===== src/rtl/baccarat_pkg.sv =====
// -----------------------------------------------------------------------------
// baccarat_pkg
// Shared definitions for the baccarat round sequencer:
//   state_t           - FSM states for one round of play
//   NATURAL_MIN       - two-card total at or above which a hand is a natural
//   PLAYER_STAND_MIN  - total at or above which a hand stands on two cards
//   card_value()      - card rank (1..13) to point value (0..9)
// -----------------------------------------------------------------------------
package baccarat_pkg;

    typedef enum logic [3:0] {
        IDLE  = 4'd0,
        P1    = 4'd1,
        D1    = 4'd2,
        P2    = 4'd3,
        D2    = 4'd4,
        EVAL  = 4'd5,
        P3    = 4'd6,
        EVAL3 = 4'd7,
        D3    = 4'd8,
        DONE  = 4'd9,
        CLEAR = 4'd10
    } state_t;

    localparam logic [3:0] NATURAL_MIN      = 4'd8;
    localparam logic [3:0] PLAYER_STAND_MIN = 4'd6;

    // Ten and the face cards count zero; everything else counts its rank.
    function automatic logic [3:0] card_value(input logic [3:0] rank);
        return (rank <= 4'd9) ? rank : 4'd0;
    endfunction

endpackage


===== src/rtl/banker_draw_rule.sv =====
// -----------------------------------------------------------------------------
// banker_draw_rule
// Dealer third-card decision once the player has drawn a third card.
//   dscore [3:0] in  - dealer two-card total (0..9)
//   pcard3 [3:0] in  - player third-card rank (1..13)
//   draw         out - 1 when the dealer must take a third card
// -----------------------------------------------------------------------------
module banker_draw_rule
    import baccarat_pkg::*;
(
    input  logic [3:0] dscore,
    input  logic [3:0] pcard3,
    output logic       draw
);

    logic [3:0] value;

    assign value = card_value(pcard3);

    always_comb begin
        draw = 1'b0;
        case (dscore)
            4'd0, 4'd1, 4'd2: draw = 1'b1;
            4'd3:             draw = (value != 4'd8);
            4'd4:             draw = (value >= 4'd2) && (value <= 4'd7);
            4'd5:             draw = (value >= 4'd4) && (value <= 4'd7);
            4'd6:             draw = (value >= 4'd6) && (value <= 4'd7);
            // 7 stands; 8 and 9 cannot reach this point in legal play.
            default:          draw = 1'b0;
        endcase
    end

endmodule


===== src/rtl/baccarat_sequencer.sv =====
// -----------------------------------------------------------------------------
// baccarat_sequencer
// Control FSM that deals one baccarat round into the card datapath, applies
// the third-card rules and reports the winner.
//   slow_clock           in  - sole clock (push-button derived)
//   resetb               in  - asynchronous active-low reset
//   step                 in  - advance enable; state holds and strobes are
//                              suppressed while low
//   pscore, dscore [3:0] in  - live hand totals from the datapath
//   pcard3 [3:0]         in  - player third-card rank from the datapath
//   load_pcard1..3       out - player card load strobes
//   load_dcard1..3       out - dealer card load strobes
//   clear_hands          out - one-cycle clear of all card registers
//   player_win           out - player total >= dealer total (DONE only)
//   dealer_win           out - dealer total >= player total (DONE only)
//   done                 out - round complete
//   rounds_played [RW-1:0] out - saturating count of completed rounds
// -----------------------------------------------------------------------------
module baccarat_sequencer
    import baccarat_pkg::*;
#(
    parameter bit AUTO_RESTART = 1'b0,
    parameter int RW           = 8
)
(
    input  logic          slow_clock,
    input  logic          resetb,
    input  logic          step,
    input  logic [3:0]    pscore,
    input  logic [3:0]    dscore,
    input  logic [3:0]    pcard3,
    output logic          load_pcard1,
    output logic          load_pcard2,
    output logic          load_pcard3,
    output logic          load_dcard1,
    output logic          load_dcard2,
    output logic          load_dcard3,
    output logic          clear_hands,
    output logic          player_win,
    output logic          dealer_win,
    output logic          done,
    output logic [RW-1:0] rounds_played
);

    localparam logic [RW-1:0] ROUNDS_MAX = '1;

    state_t state;
    logic   banker_draw;

    function automatic logic [RW-1:0] sat_inc(input logic [RW-1:0] count);
        return (count == ROUNDS_MAX) ? count : count + RW'(1);
    endfunction

    banker_draw_rule u_banker_draw_rule (
        .dscore (dscore),
        .pcard3 (pcard3),
        .draw   (banker_draw)
    );

    // Every path into DONE bumps the round counter on the same edge.
    always_ff @(posedge slow_clock or negedge resetb) begin
        if (!resetb) begin
            state         <= IDLE;
            rounds_played <= '0;
        end else begin
            case (state)
                IDLE:  if (step) state <= P1;
                P1:    if (step) state <= D1;
                D1:    if (step) state <= P2;
                P2:    if (step) state <= D2;
                D2:    if (step) state <= EVAL;
                EVAL: begin
                    if (step) begin
                        if (pscore >= NATURAL_MIN || dscore >= NATURAL_MIN) begin
                            state         <= DONE;
                            rounds_played <= sat_inc(rounds_played);
                        end else if (pscore < PLAYER_STAND_MIN) begin
                            state <= P3;
                        end else if (dscore < PLAYER_STAND_MIN) begin
                            // Player stood on 6/7: dealer uses the same
                            // stand threshold as the player.
                            state <= D3;
                        end else begin
                            state         <= DONE;
                            rounds_played <= sat_inc(rounds_played);
                        end
                    end
                end
                P3:    if (step) state <= EVAL3;
                EVAL3: begin
                    if (step) begin
                        if (banker_draw) begin
                            state <= D3;
                        end else begin
                            state         <= DONE;
                            rounds_played <= sat_inc(rounds_played);
                        end
                    end
                end
                D3: begin
                    if (step) begin
                        state         <= DONE;
                        rounds_played <= sat_inc(rounds_played);
                    end
                end
                DONE:  if (step && AUTO_RESTART) state <= CLEAR;
                CLEAR: if (step) state <= P1;
                // Unused encodings recover regardless of step.
                default: state <= IDLE;
            endcase
        end
    end

    // Strobes are state decodes gated by step so a held FSM never reloads.
    assign load_pcard1 = step && (state == P1);
    assign load_dcard1 = step && (state == D1);
    assign load_pcard2 = step && (state == P2);
    assign load_dcard2 = step && (state == D2);
    assign load_pcard3 = step && (state == P3);
    assign load_dcard3 = step && (state == D3);
    assign clear_hands = step && (state == CLEAR);

    assign done       = (state == DONE);
    assign player_win = done && (pscore >= dscore);
    assign dealer_win = done && (dscore >= pscore);

endmodule


===== config.mk =====
export PLATFORM = sky130hd
export DESIGN_NAME = baccarat_sequencer
export DESIGN_NICKNAME = d
export VERILOG_FILES = /design/src/rtl/baccarat_pkg.sv /design/src/rtl/banker_draw_rule.sv /design/src/rtl/baccarat_sequencer.sv
export SDC_FILE = /design/constraint.sdc
export NUM_CORES = 1
export LEC_CHECK = 0
export BUFFER_PORTS_ARGS = -buffer_cell sky130_fd_sc_hd__buf_2
export CAP_MARGIN = 0
export CORE_ASPECT_RATIO = 1.2
export CORE_MARGIN = 8
export CORE_UTILIZATION = 29
export DETAILED_ROUTE_END_ITERATION = 7
export GPL_TIMING_DRIVEN = 0
export PLACE_DENSITY = 0.61
export SLEW_MARGIN = 25
export SYNTH_ARGS = -nofsm -noshare
export SYNTH_HDL_FRONTEND = slang
export SYNTH_SLANG_ARGS = --single-unit

===== constraint.sdc =====
create_clock -name slow_clock -period 2.15 [get_ports slow_clock]
set_input_delay 0.43 -clock slow_clock [delete_from_list [all_inputs] [get_ports slow_clock]]
set_output_delay 0.43 -clock slow_clock [all_outputs]
set_load 0.02 [all_outputs]

==> key figures, run 1 <==
Outcome
  • Status: complete, no violations

Synthesis
  • Sequential-to-total area share from yosys stat: 30.0%
  • Syn Inst Count: 116
  • Cell area after synthesis: 1000 um^2
  • Avg Inst Size Synth: 8.62 um^2
  • Netlist cell types: 39
  • Yosys warning count: 0
  • Syn Nets: 136
  • Share of the synthesized area in the top cell type: 30.0%
  • EDFF count, synth: 0
  • Most area-consuming cells after synthesis: dfrtp_1 30%, ha_1 6.3%, xnor2_1 5.3%
  • #FFs+latches synth: 12
  • Asr flop ratio synth: 100%
  • Dominant synthesized flop cell: dfrtp_1
  • Area leader, netlist: dfrtp_1

Global routing
  • GRT overflow: 0
  • Vias in the first global route: 954
  • Global-route wire length before repair: 4.33 mm
  • Initial antenna violation count: 0
  • Largest net degree at the start of global routing: 13
  • GRT Total Usage: 9.18%

Cells and area
  • Non-filler cells, final: 188
  • Layout area overhead: 26.7%
  • Commonest non-fill, non-tap cell in the layout: buf_2
  • Share of post-route cells with drive strength above 1: 33.1%
  • Most frequent cells in the layout: 32 x buf_2, 12 x dfrtp_1, 11 x nor2_1
  • Fillers: 342
  • Total Nets Final: 172
  • Ant diodes: 0

Timing
  • Tcrit/Tclk final: 96.1%
  • Hold_ws: 0.0560 ns
  • Slew Viols, Final: 0
  • Worst-Margin Slew: 0.415 ns
  • Final Hold Fails: 0
  • Fin crit period: 2.07 ns
  • Fin Clk Skew: 0.000778 ns
  • Setup Viol. Count Final: 0
  • Worst slew margin: 71.9%
  • Fmax: 0.484 GHz

Power and ir drop
  • Max IR drop VDD: 0.000453 V
  • Pwr Density: 984 mW/mm^2
  • Leakage: 0.622 nW
  • Power Total: 0.00125 W

Route
  • Drt pass-1 iters: 6
  • Routed Antenna Nets: 0
  • Detailed Route WL: 2.64 mm
  • Wire length per cell: 14.1 um
  • Initial DRC Count: 28
  • Vias: 989
  • Detailed-route DRC error count: 0
  • DR vias/cell: 5.26

Clock tree
  • Num CTS Buffers: 3
  • CTS tree: yes
  • Worst-path clk slew: 0.05 ns
  • Clk sinks: 12
  • Hold-fix buffers, CTS: 0
  • Clock root buffer: clkbuf_8
  • H-tree Lvls: 1
  • Cts repair resizes: 0
  • Post-CTS setup buffer count: 0
  • Skew-Pair Late Insertion Delay: 0.24 ns
  • Clock Tree Buf Depth: 2

Setup path
  • Critical path class: input pin to output pin
  • WP data arrival: 1.64 ns
  • Worst setup EP type: output pin
  • CP max FO: 2
  • Startpoint Class: input pin
  • Flop2flop setup slack: 0.40 ns
  • Required time of the critical path: 1.72 ns

Placed design
  • Placed insts: 184
  • IO buf count: 31
  • Gpl congestion: 0.864
  • Hpwl dp: 2.08 mm

Die
  • Core Rows: 23
  • Die area: 0.00559 mm^2
  • Die width: 69.6 um
  • # IOs: 33
  • Core ar.: 0.00331 mm^2
  • Initial Util: 30.2%
  • Die H: 80.3 um

Min path
  • Worst Hold Class: input pin to asynchronous set/reset pin

Run
  • MaxCap Viol Count: 0
==> cell families (layout without fill, tap and decap cells) <==
family | count (synthesis) | after routing | synth area share [%]
XOR/XNOR | 6 | 6 | 5.26
flip-flops | 12 | 12 | 30.0
adder cells (fa/ha/maj) | 5 | 5 | 6.26
multiplexers | 2 | 2 | 3.00
buffers and inverters | 10 | 45 | 4.76
AO/OA/AOI/OAI | 25 | 25 | 17.9
AND/OR/NAND/NOR | 56 | 56 | 32.8
==> worst max-delay path: stages <==
cell and delay (ns):
buf_2 0.09, inv_1 0.04, ha_1 0.29, nor2b_1 0.13
o21ai_1 0.11, nand2b_1 0.08, a21o_1 0.17, a21oi_2 0.15
buf_6 0.13
==> cell type report <==
class | count | area, um^2 | share of cell area (%)
Timing Repair Buffer | 31 | 161 | 12.7
Inverter | 5 | 18.8 | 1.48
Tap cell | 37 | 46.3 | 3.66
Buffer | 5 | 28.8 | 2.27
Sequential cell | 12 | 300 | 23.7
Clock buffer | 4 | 55.1 | 4.35
Multi-Input combinational cell | 94 | 656 | 51.8
==> routing by layer <==
metal / part of all wire [%] / vias to the layer above / wire, um / GRT usage [%]
li1: - / 490 / - / -
met1: 43 / 469 / 1140 / 9.86
met2: 50 / 27 / 1310 / 16.1
met3: 6.5 / 3 / 172 / 3.69
met4: 0.72 / 0 / 19 / 3.08
met5: 0 / - / 0 / 0
==> stage by stage <==
step | instance area [um^2] | worst slack (ns) | TNS, ns | util [%]
after floorplan | 1000 | 0.137 | 0 | -
after global placement | 1200 | 0.0648 | 0 | 36.3
after detailed placement | 1200 | -0.00177 | -0.00177 | 36.3
after CTS | 1260 | 0.000718 | 0 | 38.0
after global routing | 1270 | -0.00381 | -0.00381 | 38.3
final | 1270 | 0.0849 | 0 | 38.3
==> cells in the mapped netlist (all sizes together) (4+ instances only) <==
| cell type | instances |
|---|---|
| a21oi | 9 |
| dfrtp | 12 |
| ha | 5 |
| inv | 5 |
| nand2 | 10 |
| nand2b | 5 |
| nand3 | 6 |
| nand4 | 7 |
| nor2 | 11 |
| nor2b | 4 |
| o21ai | 6 |
| xnor2 | 6 |
==> registers in the layout, indices dropped and copies added, names as in the netlist <==
| register | cells |
|---|---|
| state | 4 |
| rounds_played | 8 |
==> final timing paths <==
| path | from | to | depth (start not counted) |
|---|---|---|---|
| min | resetb | rounds_played[0] | 1 |
| max reg2reg | state[3] | rounds_played[6] | 6 |
| max in group asynchronous | resetb | state[3] | 1 |
| min in group slow_clock | rounds_played[5] | rounds_played[5] | 1 |
| max | pscore[1] | player_win | 9 |
| min reg2reg | rounds_played[5] | rounds_played[5] | 1 |
==> where the power goes <==
part | internal [W] | switching (W)
registers | 0.000292 | 0.0000802
clock network | 0.000162 | 0.0000837
logic | 0.000249 | 0.000379
Note: power is estimated with default switching activity, not from simulation.
==> run 2, diff against run 1 <==
--- a/config.mk
+++ b/config.mk
@@ -12,2 +12,4 @@
 export CORE_UTILIZATION = 29
+export CTS_CLUSTER_DIAMETER = 120
+export CTS_CLUSTER_SIZE = 12
 export DETAILED_ROUTE_END_ITERATION = 7
==> constraint.sdc (replaced) <==
create_clock -name slow_clock -period 2.15 [get_ports slow_clock]
set_input_delay 0.3225 -clock slow_clock [delete_from_list [all_inputs] [get_ports slow_clock]]
set_output_delay 0.3225 -clock slow_clock [all_outputs]
set_load 0.02 [all_outputs]
==> run 2 against run 1 <==
  * Final cell count grew 0.53%
  * Die area unchanged
  * Maximum frequency rose by 7.4%
  * Highest routed layer unchanged
==> key figures, run 2 (synthesis results as in run 1) <==
Outcome
  • Status: complete, no violations

Global routing
  • Vias in the first global route: 954 (unchanged)
  • GR met2 Demand/Resource: 16.1% (unchanged)
  • GR met3 Demand/Resource: 3.69% (unchanged)
  • Global-route wire length before repair: 4.33 mm (unchanged)
  • GRT overflow: 0 (unchanged)
  • Largest net degree at the start of global routing: 13 (unchanged)
  • Initial antenna violation count: 0 (unchanged)
  • Global routing's busiest layer: met2
  • Met1 usage: 9.86% (unchanged)
  • GRT Total Usage: 9.18% (unchanged)

Run
  • MaxCap Viol Count: 0 (unchanged)

Timing
  • Fin crit period: 1.92 ns (-0.142 ns)
  • Fin Clk Skew: 0.000778 ns (+0.0000000280 ns)
  • Worst slew margin: 71.9% (about the same)
  • Hold_ws: 0.434 ns (+0.378 ns)
  • Fmax: 0.520 GHz (+7.4%)
  • Slew Viols, Final: 0 (unchanged)
  • Worst-Margin Slew: 0.414 ns (-0.000153 ns)
  • Setup Viol. Count Final: 0 (unchanged)
  • Fin Setup TNS: 0 ns (unchanged)
  • Unrepaired setup endpoints after global routing: false
  • Final Hold Fails: 0 (unchanged)
  • Tcrit/Tclk final: 89.5% (-6.6 points)

Clock tree
  • Cts repair resizes: 0 (unchanged)
  • Worst-path clk slew: 0.05 ns (about the same)
  • Clock Tree Buf Depth: 2 (unchanged)
  • Num CTS Buffers: 3 (unchanged)
  • Skew-Pair Late Insertion Delay: 0.24 ns (about the same)
  • H-tree Lvls: 1 (unchanged)
  • Hold-fix buffers, CTS: 1 (+1)
  • Clk sinks: 12 (unchanged)
  • Clock root buffer: clkbuf_8
  • Post-CTS setup buffer count: 0 (unchanged)
  • CTS tree: yes

Route
  • Wire length per cell: 14.0 um (-0.34%)
  • Detailed Route WL: 2.65 mm (+0.19%)
  • Initial DRC Count: 25 (-11%)
  • Routed Antenna Nets: 0 (unchanged)
  • Detailed-route DRC error count: 0 (unchanged)
  • DR vias/cell: 5.20 (-1.1%)
  • Drt pass-1 iters: 6 (unchanged)
  • Vias: 983 (-0.61%)

Cells and area
  • Largest register FFs: 8 (unchanged)
  • Non-filler cells, final: 189 (+0.53%)
  • Most flops, register: rounds_played
  • Largest registers: rounds_played (8), state (4)
  • Total Nets Final: 173 (+0.58%)
  • Ant diodes: 0 (unchanged)
  • Layout area overhead: 26.7% (unchanged)
  • Final Cell Area: 0.00127 mm^2 (unchanged)
  • Fillers: 341 (-0.29%)
  • Most frequent cells in the layout: 33 x buf_2, 12 x dfrtp_1, 11 x nor2_1
  • Share of post-route cells with drive strength above 1: 32.2% (-0.88 points)
  • Commonest non-fill, non-tap cell in the layout: buf_2

Die
  • Core Rows: 23 (unchanged)
  • Core ar.: 0.00331 mm^2 (unchanged)
  • # IOs: 33 (unchanged)
  • Die H: 80.3 um (unchanged)
  • Die width: 69.6 um (unchanged)
  • Initial Util: 30.2% (unchanged)
  • Die area: 0.00559 mm^2 (unchanged)

Placed design
  • Hpwl dp: 2.08 mm (unchanged)
  • Placed insts: 184 (unchanged)
  • Gpl congestion: 0.864 (unchanged)
  • IO buf count: 31 (unchanged)
  • Placed instance area: 0.00120 mm^2 (unchanged)

Power and ir drop
  • Pwr Density: 982 mW/mm^2 (-0.16%)
  • Sw Pwr: 0.000541 W (-0.22%)
  • Leakage: 0.626 nW (+0.62%)
  • Share of total power in the clock network: 19.7% (about the same)
  • Switching share of total power: 43.5% (about the same)
  • Pint: 0.000702 W (-0.10%)
  • Gate power share: 50.3% (about the same)
  • Share of power burned in registers: 30.0% (about the same)
  • Max IR drop VDD: 0.000459 V (+1.5%)

Setup path
  • CP max FO: 2 (unchanged)
  • Flop2flop setup slack: 0.40 ns (about the same)
  • Startpoint Class: input pin
  • Worst setup EP type: output pin
  • Required time of the critical path: 1.83 ns (+0.11 ns)
  • WP data arrival: 1.60 ns (-0.04 ns)
  • Critical path class: input pin to output pin

Min path
  • Worst Hold Class: input pin to flip-flop
[run 2: cell count changes in the layout (fill, tap and decap cells not counted), sizes merged]
cell and delta:
dlygate4sd3 +1
[run 2: final timing paths]
check	from	to	cells past startpoint
min	step	state[1]	2
min in group asynchronous	resetb	rounds_played[0]	2
max in group asynchronous	resetb	state[3]	2
max reg2reg	state[3]	rounds_played[6]	6
min reg2reg	rounds_played[5]	rounds_played[5]	1
max	pscore[1]	player_win	9
[run 2: worst max-delay path, stage by stage]
cell	delay, ns
buf_2	0.10
inv_1	0.04
ha_1	0.29
nor2b_1	0.13
o21ai_0	0.13
nand2b_1	0.09
a21o_1	0.18
a21oi_1	0.12
buf_2	0.18
[run 2: routing by layer]
| layer | part of all wire [%] | up-vias | wire length (um) |
|---|---|---|---|
| met5 | 0 | - | 0 |
| met1 | 44 | 462 | 1160 |
| met2 | 49 | 27 | 1300 |
| li1 | - | 491 | - |
| met3 | 6.5 | 3 | 172 |
| met4 | 0.72 | 0 | 19 |
[run 2: power groups by stage]
stage / clock [W] / sequential [W] / combinational (W)
2_1_floorplan: 0 / 0.000398 / 0.000424
3_3_place_gp: 0 / 0.000372 / 0.000609
3_5_place_dp: 0 / 0.000376 / 0.000629
4_1_cts: 0.000252 / 0.000373 / 0.000633
5_1_grt: 0.000267 / 0.000385 / 0.000686
6_report: 0.000246 / 0.000373 / 0.000625
[run 2: stage by stage]
stage	utilization, %	total power [W]	worst slack [ns]
floorplan	-	0.000822	0.352
global placement	36.3	0.000982	0.280
detailed placement	36.3	0.00101	0.213
CTS	38.3	0.00126	0.216
global route	38.3	0.00134	0.137
finish	38.3	0.00124	0.227
[run 2: final cells by class]
cell class / count / area, um^2 / share of cell area, %
multi-input combinational: 94 / 652 / 51.5
inverter: 5 / 18.8 / 1.48
clock buffer: 4 / 55.1 / 4.35
buffer: 5 / 28.8 / 2.27
timing repair buffer: 32 / 165 / 13.0
tap: 37 / 46.3 / 3.66
sequential: 12 / 300 / 23.7
==> run 3, diff against run 2 <==
- REMOVE_ABC_BUFFERS: not set -> 1
==> run 3 against run 2 <==
  * Largest cell class unchanged
  * Sequential share of layout area increased by 0.45 points
  * Clock skew increased by 0.0018 ns
  * Die area unchanged
  * Hold slack got worse by 0.0088 ns
  * Global-route usage decreased by 0.13 points
  * Final cell count decreased by 2.1%
  * Maximum frequency increased by 0.59%
  * Count of clock-buffer cells in the layout unchanged
  * Register-to-register slack got worse by 0.07 ns
  * Power decreased by 3.3%
  * Cell area decreased by 1.9%
==> key figures, run 3 (synthesis results as in run 1) <==
Timing
  • Fin crit period: 1.91 ns (-0.0113 ns)
  • Worst slew margin: 74.4% (+2.5 points)
  • Final worst slack: 0.238 ns (+0.0113 ns)
  • Final Hold Fails: 0 (unchanged)
  • Fin Clk Skew: 0.00262 ns (+0.00184 ns)
  • Tcrit/Tclk final: 88.9% (-0.53 points)
  • Slew Viols, Final: 0 (unchanged)
  • Setup Viol. Count Final: 0 (unchanged)
  • Fin Setup TNS: 0 ns (unchanged)
  • Unrepaired setup endpoints after global routing: false
  • Fmax: 0.523 GHz (+0.59%)
  • Worst-Margin Slew: 0.378 ns (-0.0369 ns)

Cells and area
  • Most frequent cells in the layout: 32 x buf_2, 12 x dfrtp_1, 11 x nor2_1
  • Fillers: 353 (+3.5%)
  • Most flops, register: rounds_played
  • Largest registers: rounds_played (8), state (4)
  • Largest register FFs: 8 (unchanged)
  • Ant diodes: 0 (unchanged)
  • Total Nets Final: 169 (-2.3%)
  • Share of post-route cells with drive strength above 1: 31.8% (-0.48 points)
  • Sequential cell area: 300 um^2 (unchanged)
  • Commonest non-fill, non-tap cell in the layout: buf_2
  • Layout area overhead: 24.3%
  • Multi-input logic area: 652 um^2 (unchanged)

Clock tree
  • Skew-Pair Late Insertion Delay: 0.24 ns (about the same)
  • H-tree Lvls: 1 (unchanged)
  • Clock Tree Buf Depth: 2 (unchanged)
  • Worst-path clk slew: 0.05 ns (about the same)
  • Cts repair resizes: 0 (unchanged)
  • Num CTS Buffers: 3 (unchanged)
  • Post-CTS setup buffer count: 0 (unchanged)
  • Clock root buffer: clkbuf_8
  • Clk sinks: 12 (unchanged)
  • CTS tree: yes

Setup path
  • Critical path class: input pin to output pin
  • Critical R2R Launch: state[0]
  • Critical path's largest stage delay: 0.29 ns (about the same)
  • WP data arrival: 1.59 ns (about the same)
  • CP Launch Point: pscore[1]
  • Worst setup EP type: output pin
  • CP max stage cell: ha_1
  • Most frequent CP cell: buf_2
  • Startpoint Class: input pin
  • Critical R2R Capture: rounds_played[6]
  • CP max FO: 2 (unchanged)
  • Flop2flop setup slack: 0.33 ns (-0.07 ns)
  • Crit-path cells: buf_2 -> inv_1 -> ha_1 -> nor2b_1 -> o21ai_0 -> nand2b_1 -> a21o_1 -> a21oi_1 -> buf_2
  • Required time of the critical path: 1.83 ns (about the same)
  • R2R cell count: 5 (-1)

Die
  • # IOs: 33 (unchanged)
  • Die H: 80.3 um (unchanged)
  • Core Rows: 23 (unchanged)
  • Core ar.: 0.00331 mm^2 (unchanged)
  • Die width: 69.6 um (unchanged)
  • Initial Util: 30.2% (unchanged)
  • Die area: 0.00559 mm^2 (unchanged)

Power and ir drop
  • Share of power burned in registers: 37.4% (+7.4 points)
  • Max IR drop VDD: 0.000441 V (-4.1%)
  • Pint: 0.000676 W (-3.8%)
  • Sw Pwr: 0.000526 W (-2.8%)
  • Gate power share: 42.3% (-8.0 points)
  • Switching share of total power: 43.8% (+0.24 points)
  • Pwr Density: 967 mW/mm^2 (-1.5%)
  • Power Total: 0.00120 W (-3.3%)
  • Leakage: 0.612 nW (-2.2%)
  • Share of total power in the clock network: 20.3% (+0.6 points)

Route
  • Initial DRC Count: 13 (-48%)
  • Detailed-route DRC error count: 0 (unchanged)
  • Met3 routed WL: 76 um (-56%)
  • Top layer used by detailed routing: met4
  • Vias: 975 (-0.81%)
  • Wire length per cell: 13.7 um (-2.0%)
  • Detailed Route WL: 2.54 mm (-4.1%)
  • Met2 WL: 1.30 mm (+0.39%)
  • Drt pass-1 iters: 4 (-2)
  • DR vias/cell: 5.27 (+1.3%)
  • Routed Antenna Nets: 0 (unchanged)
  • M1 WL: 1.10 mm (-5.1%)

Global routing
  • GRT Total Usage: 9.05% (-0.13 points)
  • Largest net degree at the start of global routing: 15 (+2)
  • Initial antenna violation count: 0 (unchanged)
  • Vias in the first global route: 969 (+1.6%)
  • Global-route wire length before repair: 4.30 mm (-0.65%)
  • GRT overflow: 0 (unchanged)

Placed design
  • IO buf count: 32 (+3.2%)
  • Gpl congestion: 0.792 (-8.4%)
  • Hpwl dp: 1.99 mm (-4.2%)
  • Worst slack, placed: 0.231 ns (+0.0175 ns)

Min path
  • Worst Hold Class: input pin to flip-flop
  • Hold Path Cell Cnt: 3 (+1)
  • WHS Endpoint: state[0]
  • Min-Delay Startpoint: step

Run
  • MaxCap Viol Count: 0 (unchanged)

Outcome
  • Status: complete, no violations
==> run 3: cell count changes in the layout (fill, tap and decap cells not counted) <==
cell      delta
buf_2        -1
clkbuf_1     -2
buf_6        -1
==> run 3: per-layer routing <==
layer  track usage (%)  up-vias
li1                  -      487
met1              9.50      462
met2              16.9       21
met3              1.48        5
met4              4.93        0
met5                 0        -
==> run 3: final cells by class <==
cell class | count | area share [%]
repair buffers | 33 | 13.7
well taps | 37 | 3.73
clock buffers | 4 | 4.43
multi-input cells | 94 | 52.5
inverters | 5 | 1.51
flip-flops and latches | 12 | 24.2
==> run 3: critical path, delay by kind of cell <==
kind                     cells  cell delay, ns
adder cells (fa/ha/maj)      1            0.29
AO/OA/AOI/OAI                3            0.44
buffers and inverters        3            0.31
AND/OR/NAND/NOR              2            0.23
==> run 3: worst max-delay path by stage <==
| stage | endpoint | slack, ns | depth (start not counted) |
|---|---|---|---|
| after global routing | rounds_played[1] | 0.16 | 5 |
| after CTS | player_win | 0.24 | 9 |
| after floorplan | player_win | 0.35 | 7 |
| after global placement | player_win | 0.29 | 9 |
| final | player_win | 0.24 | 9 |
| after detailed placement | player_win | 0.23 | 9 |
==> run 3: metrics by stage <==
step	util, %	hold slack [ns]	instance area (um^2)	cells
finish	37.5	0.425	1240	185
global route	37.5	0.457	1240	185
CTS	37.5	0.428	1240	185
detailed placement	35.6	0.211	1180	180
global placement	35.6	0.210	1180	180
floorplan	-	0.0269	971	111
==> run 3: repair_timing <==
| action | CTS | global route |
|---|---|---|
| endpoints found under the setup margin | 0 | 0 |
| hold buffers | 1 | 0 |
| hold endpoints to repair | 12 | 0 |
==> run 3: power by group through the flow <==
stage	combinational [W]	sequential (W)	clock (W)
global route	0.000569	0.000473	0.000257
CTS	0.000518	0.000449	0.000250
floorplan	0.000340	0.000448	0
global placement	0.000501	0.000444	0
finish	0.000509	0.000449	0.000244
detailed placement	0.000511	0.000450	0
